===== config.mk =====
export PLATFORM = sky130hd
export DESIGN_NAME = mdc_stream_switch
export DESIGN_NICKNAME = d
export VERILOG_FILES = /design/src/rtl/mdc_switch_pkg.sv /design/src/rtl/mdc_stream_buf2.sv /design/src/rtl/mdc_stream_switch.sv
export SDC_FILE = /design/constraint.sdc
export NUM_CORES = 1
export LEC_CHECK = 0
export BUFFER_PORTS_ARGS = -buffer_cell sky130_fd_sc_hd__buf_2
export CAP_MARGIN = 10
export CORE_MARGIN = 5
export CORE_UTILIZATION = 50
export DETAILED_ROUTE_END_ITERATION = 7
export GPL_TIMING_DRIVEN = 0
export PLACE_DENSITY = 0.74
export SYNTH_ARGS = -nofsm -noshare
export SYNTH_HDL_FRONTEND = slang
export SYNTH_SLANG_ARGS = --single-unit

===== constraint.sdc =====
create_clock -name clock -period 7.16 [get_ports clock]
set_clock_uncertainty 0.05 [all_clocks]
set_input_delay 1.432 -clock clock [delete_from_list [all_inputs] [get_ports clock]]
set_output_delay 1.432 -clock clock [all_outputs]
set_load 0.05 [all_outputs]

===== src/rtl/mdc_switch_pkg.sv =====
// Shared types for the MDC stream switch: reconfiguration state, error bit indices, route-table lookup.
// Combinational helpers only; no latency or backpressure of its own.
package mdc_switch_pkg;

    typedef enum logic [1:0] {
        ST_RUN    = 2'd0,
        ST_DRAIN  = 2'd1,
        ST_SWITCH = 2'd2
    } sw_state_e;

    localparam int ERR_OVF = 0;
    localparam int ERR_ID  = 1;

    // Widest flattened route table the lookup helper accepts.
    localparam int ROUTE_TBL_W = 1024;

    function automatic int route_field(input logic [ROUTE_TBL_W-1:0] tbl,
                                       input int c,
                                       input int j,
                                       input int num_out,
                                       input int rw);
        return int'(32'(tbl >> ((c * num_out + j) * rw))) & ((1 << rw) - 1);
    endfunction

endpackage


===== src/rtl/mdc_stream_buf2.sv =====
// Two-entry per-output token buffer; a pushed token is visible at head_o on the next cycle.
// Never refuses internally: the caller pushes only while count_o < 2.
module mdc_stream_buf2 #(
    parameter int W = 32
) (
    input  logic         clock,
    input  logic         reset,
    input  logic         push_i,
    input  logic [W-1:0] push_dat_i,
    input  logic         pop_i,
    output logic [1:0]   count_o,
    output logic [W-1:0] head_o
);

    logic [W-1:0] mem_q [2];
    logic         wr_ptr_q, rd_ptr_q;
    logic [1:0]   cnt_q, cnt_d;

    always_comb begin
        cnt_d = cnt_q + 2'(push_i) - 2'(pop_i);
    end

    always_ff @(posedge clock or negedge reset) begin
        if (!reset) begin
            mem_q[0] <= '0;
            mem_q[1] <= '0;
            wr_ptr_q <= 1'b0;
            rd_ptr_q <= 1'b0;
            cnt_q    <= 2'd0;
        end else begin
            if (push_i) begin
                mem_q[wr_ptr_q] <= push_dat_i;
            end
            wr_ptr_q <= wr_ptr_q ^ push_i;
            rd_ptr_q <= rd_ptr_q ^ pop_i;
            cnt_q    <= cnt_d;
        end
    end

    assign count_o = cnt_q;
    assign head_o  = mem_q[rd_ptr_q];

endmodule


===== src/rtl/mdc_stream_switch.sv =====
// NxM stream switch with table-driven routing, 2-deep output buffers and drain-before-reconfigure.
// One cycle input-to-output latency; in_full asserted for unrouted inputs, full buffers, or while reconfiguring.
module mdc_stream_switch
    import mdc_switch_pkg::*;
#(
    parameter int NUM_IN  = 2,
    parameter int NUM_OUT = 2,
    parameter int SIZE    = 32,
    parameter int ID_W    = 8,
    parameter int NUM_CFG = 4,
    parameter logic [NUM_CFG*NUM_OUT*($clog2(NUM_IN)+1)-1:0] ROUTE = 16'h6814
) (
    input  logic [0:0]            clock,
    input  logic [0:0]            reset,
    input  logic [NUM_IN*SIZE-1:0]  in_data,
    input  logic [NUM_IN-1:0]       in_wr,
    output logic [NUM_IN-1:0]       in_full,
    output logic [NUM_OUT*SIZE-1:0] out_data,
    output logic [NUM_OUT-1:0]      out_wr,
    input  logic [NUM_OUT-1:0]      out_full,
    input  logic [ID_W-1:0]         ID,
    output logic [ID_W-1:0]         active_id,
    output logic                    cfg_busy,
    output logic [1:0]              err,
    input  logic                    err_clr,
    output logic [NUM_OUT*32-1:0]   tok_cnt
);

    localparam int RW = $clog2(NUM_IN) + 1;

    sw_state_e                     state_q, state_d;
    logic [NUM_OUT-1:0][RW-1:0]    route_q, route_d;
    logic [ID_W-1:0]               active_id_q, active_id_d;
    logic [1:0]                    err_q, err_d, err_set;
    logic [NUM_OUT-1:0][31:0]      tok_q, tok_d;
    logic [NUM_OUT-1:0]            push, pop;
    logic [NUM_OUT-1:0][SIZE-1:0]  push_dat, head;
    logic [NUM_OUT-1:0][1:0]       cnt;
    logic [NUM_IN-1:0]             routed, in_full_c;
    logic                          id_ok, all_empty;

    assign id_ok = (32'(ID) < 32'(NUM_CFG));

    // Outputs claim inputs in index order, so a duplicated input stays with the lowest output.
    always_comb begin
        routed    = '0;
        in_full_c = '1;
        push      = '0;
        push_dat  = '0;
        for (int j = 0; j < NUM_OUT; j++) begin
            for (int i = 0; i < NUM_IN; i++) begin
                if (32'(route_q[j]) == 32'(i) && !routed[i]) begin
                    routed[i]    = 1'b1;
                    in_full_c[i] = (state_q != ST_RUN) || (cnt[j] == 2'd2);
                    push[j]      = in_wr[i] && !in_full_c[i];
                    push_dat[j]  = in_data[i*SIZE +: SIZE];
                end
            end
        end
    end

    always_comb begin
        all_empty = 1'b1;
        for (int j = 0; j < NUM_OUT; j++) begin
            pop[j] = (cnt[j] != 2'd0) && !out_full[j];
            if (cnt[j] != 2'd0) begin
                all_empty = 1'b0;
            end
        end
    end

    for (genvar j = 0; j < NUM_OUT; j++) begin : g_buf
        mdc_stream_buf2 #(.W(SIZE)) u_buf (
            .clock      (clock),
            .reset      (reset),
            .push_i     (push[j]),
            .push_dat_i (push_dat[j]),
            .pop_i      (pop[j]),
            .count_o    (cnt[j]),
            .head_o     (head[j])
        );
        assign out_data[j*SIZE +: SIZE] = head[j];
    end

    always_ff @(posedge clock or negedge reset) begin
        if (!reset) begin
            state_q <= ST_RUN;
        end else begin
            state_q <= state_d;
        end
    end

    always_comb begin
        state_d = state_q;
        case (state_q)
            ST_RUN:    if (ID != active_id_q && id_ok) state_d = ST_DRAIN;
            ST_DRAIN:  if (all_empty) state_d = ST_SWITCH;
            ST_SWITCH: state_d = ST_RUN;
            default:   state_d = ST_RUN;
        endcase
    end

    always_comb begin
        cfg_busy = (state_q != ST_RUN);
    end

    // An ID that went invalid while draining leaves the old configuration in place.
    always_comb begin
        route_d     = route_q;
        active_id_d = active_id_q;
        if (state_q == ST_SWITCH && id_ok) begin
            active_id_d = ID;
            for (int j = 0; j < NUM_OUT; j++) begin
                route_d[j] = RW'(route_field(ROUTE_TBL_W'(ROUTE), 32'(ID), j, NUM_OUT, RW));
            end
        end
        err_set          = '0;
        err_set[ERR_OVF] = |(in_wr & in_full_c);
        err_set[ERR_ID]  = !id_ok && ((state_q == ST_RUN && ID != active_id_q) ||
                                      state_q == ST_SWITCH);
        err_d = (err_clr ? 2'b00 : err_q) | err_set;
        for (int j = 0; j < NUM_OUT; j++) begin
            tok_d[j] = tok_q[j] + 32'(pop[j]);
        end
    end

    always_ff @(posedge clock or negedge reset) begin
        if (!reset) begin
            for (int j = 0; j < NUM_OUT; j++) begin
                route_q[j] <= RW'(route_field(ROUTE_TBL_W'(ROUTE), 0, j, NUM_OUT, RW));
            end
            active_id_q <= '0;
            err_q       <= '0;
            tok_q       <= '0;
        end else begin
            route_q     <= route_d;
            active_id_q <= active_id_d;
            err_q       <= err_d;
            tok_q       <= tok_d;
        end
    end

    assign in_full   = in_full_c;
    assign out_wr    = pop;
    assign active_id = active_id_q;
    assign err       = err_q;
    assign tok_cnt   = tok_q;

endmodule


==> results of run 1 <==
==> worst paths after layout <==
kind / slack [ps] / startpoint / endpoint
max in group asynchronous: 5070 / reset / g_buf[0].u_buf.mem_q[47]
min in group asynchronous: 930 / reset / tok_cnt[18]
max: 3060 / route_q[0] / in_full[1]
min reg2reg: 420 / tok_cnt[63] / tok_cnt[63]
min: 420 / tok_cnt[63] / tok_cnt[63]
max reg2reg: 3270 / route_q[0] / g_buf[1].u_buf.mem_q[61]
==> layer usage <==
metal  vias to the layer above  global-route usage, %
met2                       240                   34.6
met3                        46                   5.03
met4                         2                   6.38
li1                       3584                      -
met5                         -                      0
met1                      3834                   29.5
==> state kept, by name, summed over array words and instances (netlist names) <==
register / cells
err: 2
route_q: 4
g_buf.u_buf.count_o: 4
g_buf.u_buf.rd_ptr_q: 2
tok_cnt: 64
g_buf.u_buf.wr_ptr_q: 2
g_buf.u_buf.mem_q: 128
active_id: 8
state_q: 2
==> logic make-up after synthesis <==
family | after synthesis | share of synthesized area [%]
and+or+nand+nor | 239 | 11.3
DFF | 216 | 53.5
muxes | 162 | 17.7
AOI/OAI and AO/OA | 110 | 6.80
xor gates and xnor gates | 75 | 6.50
buffers and inverters | 64 | 2.64
adders and majority gates | 13 | 1.61
==> metrics by stage <==
step / instances / util (%) / total power, mW / hold WS (ps) / area, um^2
final: 1415 / 62.0 / 4.66 / 423 / 12400
after global routing: 1414 / 61.9 / 4.88 / 437 / 12400
after CTS: 1413 / 61.9 / 4.70 / 423 / 12400
after detailed placement: 1371 / 57.8 / 3.44 / 416 / 11600
after global placement: 1370 / 57.6 / 3.40 / 405 / 11600
after floorplan: 879 / - / 3.01 / 410 / 10100
==> cells in the final DEF (no fill, tap or decap), types with 11 or more instances in the layout <==
cell type / instances
nand2_1: 26
buf_2: 223
dfrtp_1: 215
clkbuf_16: 25
nand4_1: 24
inv_1: 11
ha_1: 13
clkbuf_1: 41
nand3_1: 29
nor2_1: 113
mux2i_1: 32
mux2_2: 129
a22oi_1: 32
a21oi_1: 66
xor2_1: 18
xnor2_1: 57
==> power groups by stage <==
stage	clock network [mW]	logic, mW	registers [mW]
6_report	1.25	1.77	1.64
2_1_floorplan	0	1.26	1.74
3_3_place_gp	0	1.76	1.64
3_5_place_dp	0	1.78	1.65
5_1_grt	1.33	1.88	1.67
4_1_cts	1.28	1.79	1.63
==> area by class of cell <==
cell class                      instances  share of cell area (%)
Tap cell                              270                    2.72
Clock inverter                          3                   0.343
Inverter                               13                   0.393
Buffer                                 51                    1.75
Sequential cell                       216                    43.5
Antenna cell                            2                  0.0403
Clock buffer                           39                    6.27
Multi-Input combinational cell        599                    35.7
Timing Repair Buffer                  222                    9.21
==> out/qor.yml, run 1 <==
outcome:
  outcome: "finished clean"
logic_synthesis:
  synthArstFlopShare_pct: 100
  ys_top_cells_by_count: "dfrtp_1 (215), mux2_2 (129), nor2_1 (113)"
  yosys.area.top_type: "dfrtp_1"
  netlist_area_mm2: 0.0101
  synth_edf_count: 0
  synth-seq-cells: 216
  yosys.cell_types.count: 43
  synth_area_leaders: "dfrtp_1 (53%), mux2_2 (14%), xnor2_1 (4.9%)"
  synth_cells: 879
  synth_top_area_share_pct: 53.2
  seq_area_frac_synth_pct: 53.5
  synth_top_flop_cell: "dfrtp_1"
  synth_warnings: 0
  syn_nets: 971
  synth_most_common_cell: "dfrtp_1"
  syn_area_per_cell_um2: 11.5
sta:
  min_period_over_period_pct: 57.2
  fin_ws_ps: 3060
  hold_viol_final: 0
  slew_violations: 0
  fin_setup_tns_ps: 0
  worst_slew_pin_slew_ps: 1050
  setup_viol: 0
  period_needed_ps: 4100
  fmaxAchievable_ghz: 0.244
  rsz0062_at_grt: "false"
  slew_headroom_pct: 29.6
min_path:
  worstHoldPathType: "reg -> reg"
  hold_depth: 1
power_and_ir_drop:
  pwr-share-comb_pct: 38.1
  leakage_nw: 5.93
  swShare_pct: 38.6
  p_seq_share_pct: 35.1
  ir_worst_vdd_mv: 0.311
  p_per_area_mw_per_mm2: 375
  p_int_mw: 2.86
  p_sw_mw: 1.80
  p_clk_share_pct: 26.8
run:
  maxCapViolations: 0
routing:
  wirelength_mm: 25.5
  dr.pass1.iters: 5
  drt-initial-drc-count: 444
  wl_met2_mm: 12.0
  wl_met1_mm: 11.2
  route.detailed.drc: 0
  via_per_inst: 5.45
  ant_nets: 0
  vias: 7706
  highest_layer: "met5"
  wl_per_cell_um: 18.0
  wl_met3_mm: 1.68
clock_tree:
  ctsResizeCount: 0
  clockBufferDepth: 3
  tritoncts.num_buffers: 24
  clk_latency_ps: 500
  path_clk_slew_ps: 60
  cts_tree: "built"
  htreeDepth: 1
  post_cts.repair.setup_buffers: 0
  root_buffer: "clkbuf_16"
  cts_hold_buf: 0
  clkSinkCount: 216
place:
  gp_congestion: 0.829
  post-dp-hpwl_mm: 18.1
  port_buffers: 221
  place_ws_ps: 3190
critical_path:
  critPathTopFamily: "buffers and inverters"
  worstPathBufferInverterCount: 4
  start_kind: "flip-flop"
  cp_max_fo: 10
  cp_slowest_stage_delay_ps: 520
  crit_chain: "clkbuf_1 > inv_2 > o211a_1 > clkbuf_1 > a32oi_1 > buf_2"
  rr_worst_depth: 11
  cp.depth: 6
  criticalPathCategory: "reg -> out"
  required_ps: 5680
  crit_top_cell: "clkbuf_1"
  end_kind: "output port"
  critPathArrivalTime_ps: 2610
  cp_slowest_cell: "clkbuf_1"
floorplanning:
  die_y_um: 152
  ios: 222
  rows: 52
  fp.dieW_um: 152
  fp.dieArea_mm2: 0.0232
  initial_utilization_pct: 50.4
  core_mm2: 0.0200
layout:
  n_fill_cell: 1704
  multiInputGateArea_mm2: 0.00443
  areaGrowthSynthToFinish_pct: 22.8
  fin_nets: 1219
  seqCellArea_mm2: 0.00541
  drive_gt1_share_pct: 35.6
global_route:
  grt_pass1_wl_mm: 41.7
  grt_pass1_vias: 7882
  antenna_found_initial: 2
  grt-ovfl-total: 0
  track_usage_pct: 21.6
  grt_max_degree: 113
(Power assumes the default switching activity.)
==> inputs of run 2 (changes only) <==
- ABC_AREA: not set -> 1
- clock period: 7.16 -> 4.1 ns (I/O delays scaled with it)
==> out/qor.yml, run 2 <==
global_route:
  track_usage_pct: 24.0  # +2.5 points
  grt-ovfl-total: 0  # unchanged
  grt_pass1_wl_mm: 48.7  # +17%
  grt_max_degree: 117  # +3.5%
  antenna_found_initial: 0  # -2
  grt_pass1_vias: 9829  # +25%
routing:
  wirelength_mm: 30.7  # +20%
  ant_nets: 0  # unchanged
  route.detailed.drc: 0  # unchanged
  dr.pass1.iters: 5  # unchanged
  wl_per_cell_um: 15.9  # -12%
  via_per_inst: 5.19  # -4.8%
  vias: 10000  # +30%
  drt-initial-drc-count: 645  # +45%
logic_synthesis:
  synth_edf_count: 0  # unchanged
  syn_nets: 1473  # +52%
  synth_warnings: 0  # unchanged
  netlist_area_mm2: 0.0110  # +8.8%
  synth_cells: 1381  # +57%
  ys_top_cells_by_count: "nand2_1 (366), inv_1 (245), dfrtp_1 (215)"
  yosys.area.top_type: "dfrtp_1"
  yosys.cell_types.count: 32  # -26%
  synth_most_common_cell: "nand2_1"
  synth_top_area_share_pct: 48.9  # -4.3 points
  seq_area_frac_synth_pct: 49.1  # -4.3 points
  synthArstFlopShare_pct: 100  # unchanged
  syn_area_per_cell_um2: 7.97  # -31%
  synth_area_leaders: "dfrtp_1 (49%), nand2_1 (12%), inv_1 (8.4%)"
  synth_top_flop_cell: "dfrtp_1"
  synth-seq-cells: 216  # unchanged
critical_path:
  critPathArrivalTime_ps: 2340  # -270 ps
  rr_worst_depth: 11  # unchanged
  criticalPathCategory: "reg -> out"
  r2r_start: "route_q[0]"
  r2r_slack_ps: 1240  # -2030 ps
  cp_max_fo: 10  # unchanged
  end_kind: "output port"
  reg2reg_to: "g_buf[1].u_buf.mem_q[51]"
  required_ps: 3230  # -2450 ps
  start_kind: "flip-flop"
layout:
  final_cell_count_no_fill: 1929  # +36%
  finalInstanceArea_mm2: 0.0134  # +7.6%
  diodes: 0  # -2
  areaGrowthSynthToFinish_pct: 21.4
  n_fill_cell: 1959  # +15%
  largest_reg_flops: 128  # unchanged
  drive_gt1_share_pct: 20.9  # -15 points
  final_common_cell: "nand2_1"
  layout_common_cells: "nand2_1 (366), inv_1 (245), buf_2 (236)"
  regMostFlops: "g_buf.u_buf.mem_q"
  fin_nets: 1722  # +41%
power_and_ir_drop:
  p_sw_mw: 4.00  # +120%
  p_seq_share_pct: 32.2  # -2.9 points
  p_clk_share_pct: 26.1  # -0.7 points
  ir_worst_vdd_mv: 0.364  # +17%
  p_per_area_mw_per_mm2: 659  # +76%
  swShare_pct: 45.4  # +6.8 points
  pwr-share-comb_pct: 41.6  # +3.5 points
  leakage_nw: 6.94  # +17%
  p_int_mw: 4.81  # +68%
sta:
  worst_slew_pin_slew_ps: 899  # -148 ps
  slew_violations: 0  # unchanged
  period_needed_ps: 3210
  whs_ps: 254  # -169 ps
  setup_viol: 0  # unchanged
  min_period_over_period_pct: 78.3
  hold_viol_final: 0  # unchanged
  rsz0062_at_grt: "false"
  slew_headroom_pct: 40.1  # +10 points
  fmaxAchievable_ghz: 0.311
clock_tree:
  tritoncts.num_buffers: 25  # +4.2%
  clockBufferDepth: 3  # unchanged
  clkSinkCount: 216  # unchanged
  ctsResizeCount: 0  # unchanged
  cts_hold_buf: 0  # unchanged
  path_clk_slew_ps: 60  # about the same
  post_cts.repair.setup_buffers: 0  # unchanged
  clk_latency_ps: 520  # +20 ps
  htreeDepth: 1  # unchanged
  cts_tree: "built"
  root_buffer: "clkbuf_16"
floorplanning:
  fp.dieArea_mm2: 0.0251  # +8.2%
  initial_utilization_pct: 50.6  # +0.13 points
  ios: 222  # unchanged
  core_mm2: 0.0218  # +8.6%
  rows: 54  # +3.8%
  fp.dieW_um: 158  # +4.0%
  die_y_um: 158  # +4.0%
place:
  post-dp-hpwl_mm: 23.0  # +27%
  port_buffers: 221  # unchanged
  place_inst: 1883  # +37%
  dpl_cell_area_mm2: 0.0125  # +7.8%
  gp_congestion: 0.908  # +9.6%
run:
  maxCapViolations: 0  # unchanged
min_path:
  worstHoldPathType: "in -> async"
outcome:
  outcome: "finished clean"
==> run 2: per-layer routing <==
metal | vias to the layer above | GRT usage (%) | part of all wire, %
li1 | 4837 | - | -
met5 | - | 0 | 0
met4 | 0 | 6.78 | 2.4
met2 | 352 | 38.5 | 46
met1 | 4763 | 33.1 | 43
met3 | 53 | 5.49 | 8.6
==> run 2: how the worst max path moves through the flow <==
stage / slack, ps / start / cells past startpoint / end
floorplan: 1390 / g_buf[0].u_buf.rd_ptr_q / 3 / out_data[23]
global placement: -1590 / reset / 1 / g_buf[0].u_buf.mem_q[42]
detailed placement: 840 / out_full[0] / 13 / tok_cnt[18]
CTS: 900 / g_buf[1].u_buf.rd_ptr_q / 5 / out_data[49]
global route: 760 / g_buf[1].u_buf.rd_ptr_q / 5 / out_data[49]
finish: 890 / g_buf[1].u_buf.rd_ptr_q / 5 / out_data[49]
==> run 2: layout make-up <==
class / instances / area [um^2] / area share (%)
Buffer: 54 / 230 / 1.72
Tap cell: 280 / 350 / 2.62
Clock buffer: 38 / 764 / 5.72
Sequential cell: 216 / 5410 / 40.5
Timing Repair Buffer: 222 / 1140 / 8.56
Clock inverter: 8 / 97.6 / 0.731
Multi-Input combinational cell: 862 / 4430 / 33.2
Inverter: 249 / 935 / 7.00
==> run 2: power groups by stage <==
stage / Combinational [mW] / Clock [mW] / Sequential (mW)
finish: 3.67 / 2.30 / 2.84
floorplan: 2.67 / 0 / 3.07
global placement: 3.63 / 0 / 2.85
detailed placement: 3.67 / 0 / 2.87
global route: 3.93 / 2.45 / 2.89
CTS: 3.69 / 2.34 / 2.84
==> run 2: cell families after synthesis <==
| family | after synthesis | synth area share (%) |
|---|---|---|
| xor+xnor | 41 | 3.26 |
| mux | 32 | 3.28 |
| fa+ha+maj | 13 | 1.48 |
| flops | 216 | 49.1 |
| simple gates | 538 | 20.6 |
| compound gates | 238 | 11.6 |
| buf+inv | 303 | 10.6 |
==> run 2: critical path: stages, from the launching register on <==
cell and delay, ps:
dfrtp_1 360, clkbuf_1 350, buf_1 470, nand2_1 100, o21ai_0 200, buf_2 350
==> run 2: through the flow <==
stage                     setup TNS (ps)  setup WS, ps  utilization [%]  total power, mW
final                                  0           888             61.4             8.81
after floorplan                        0          1390                -             5.74
after global routing                   0           761             61.4             9.27
after CTS                              0           902             61.4             8.87
after global placement           -339140         -1590             57.3             6.48
after detailed placement               0           844             57.4             6.55
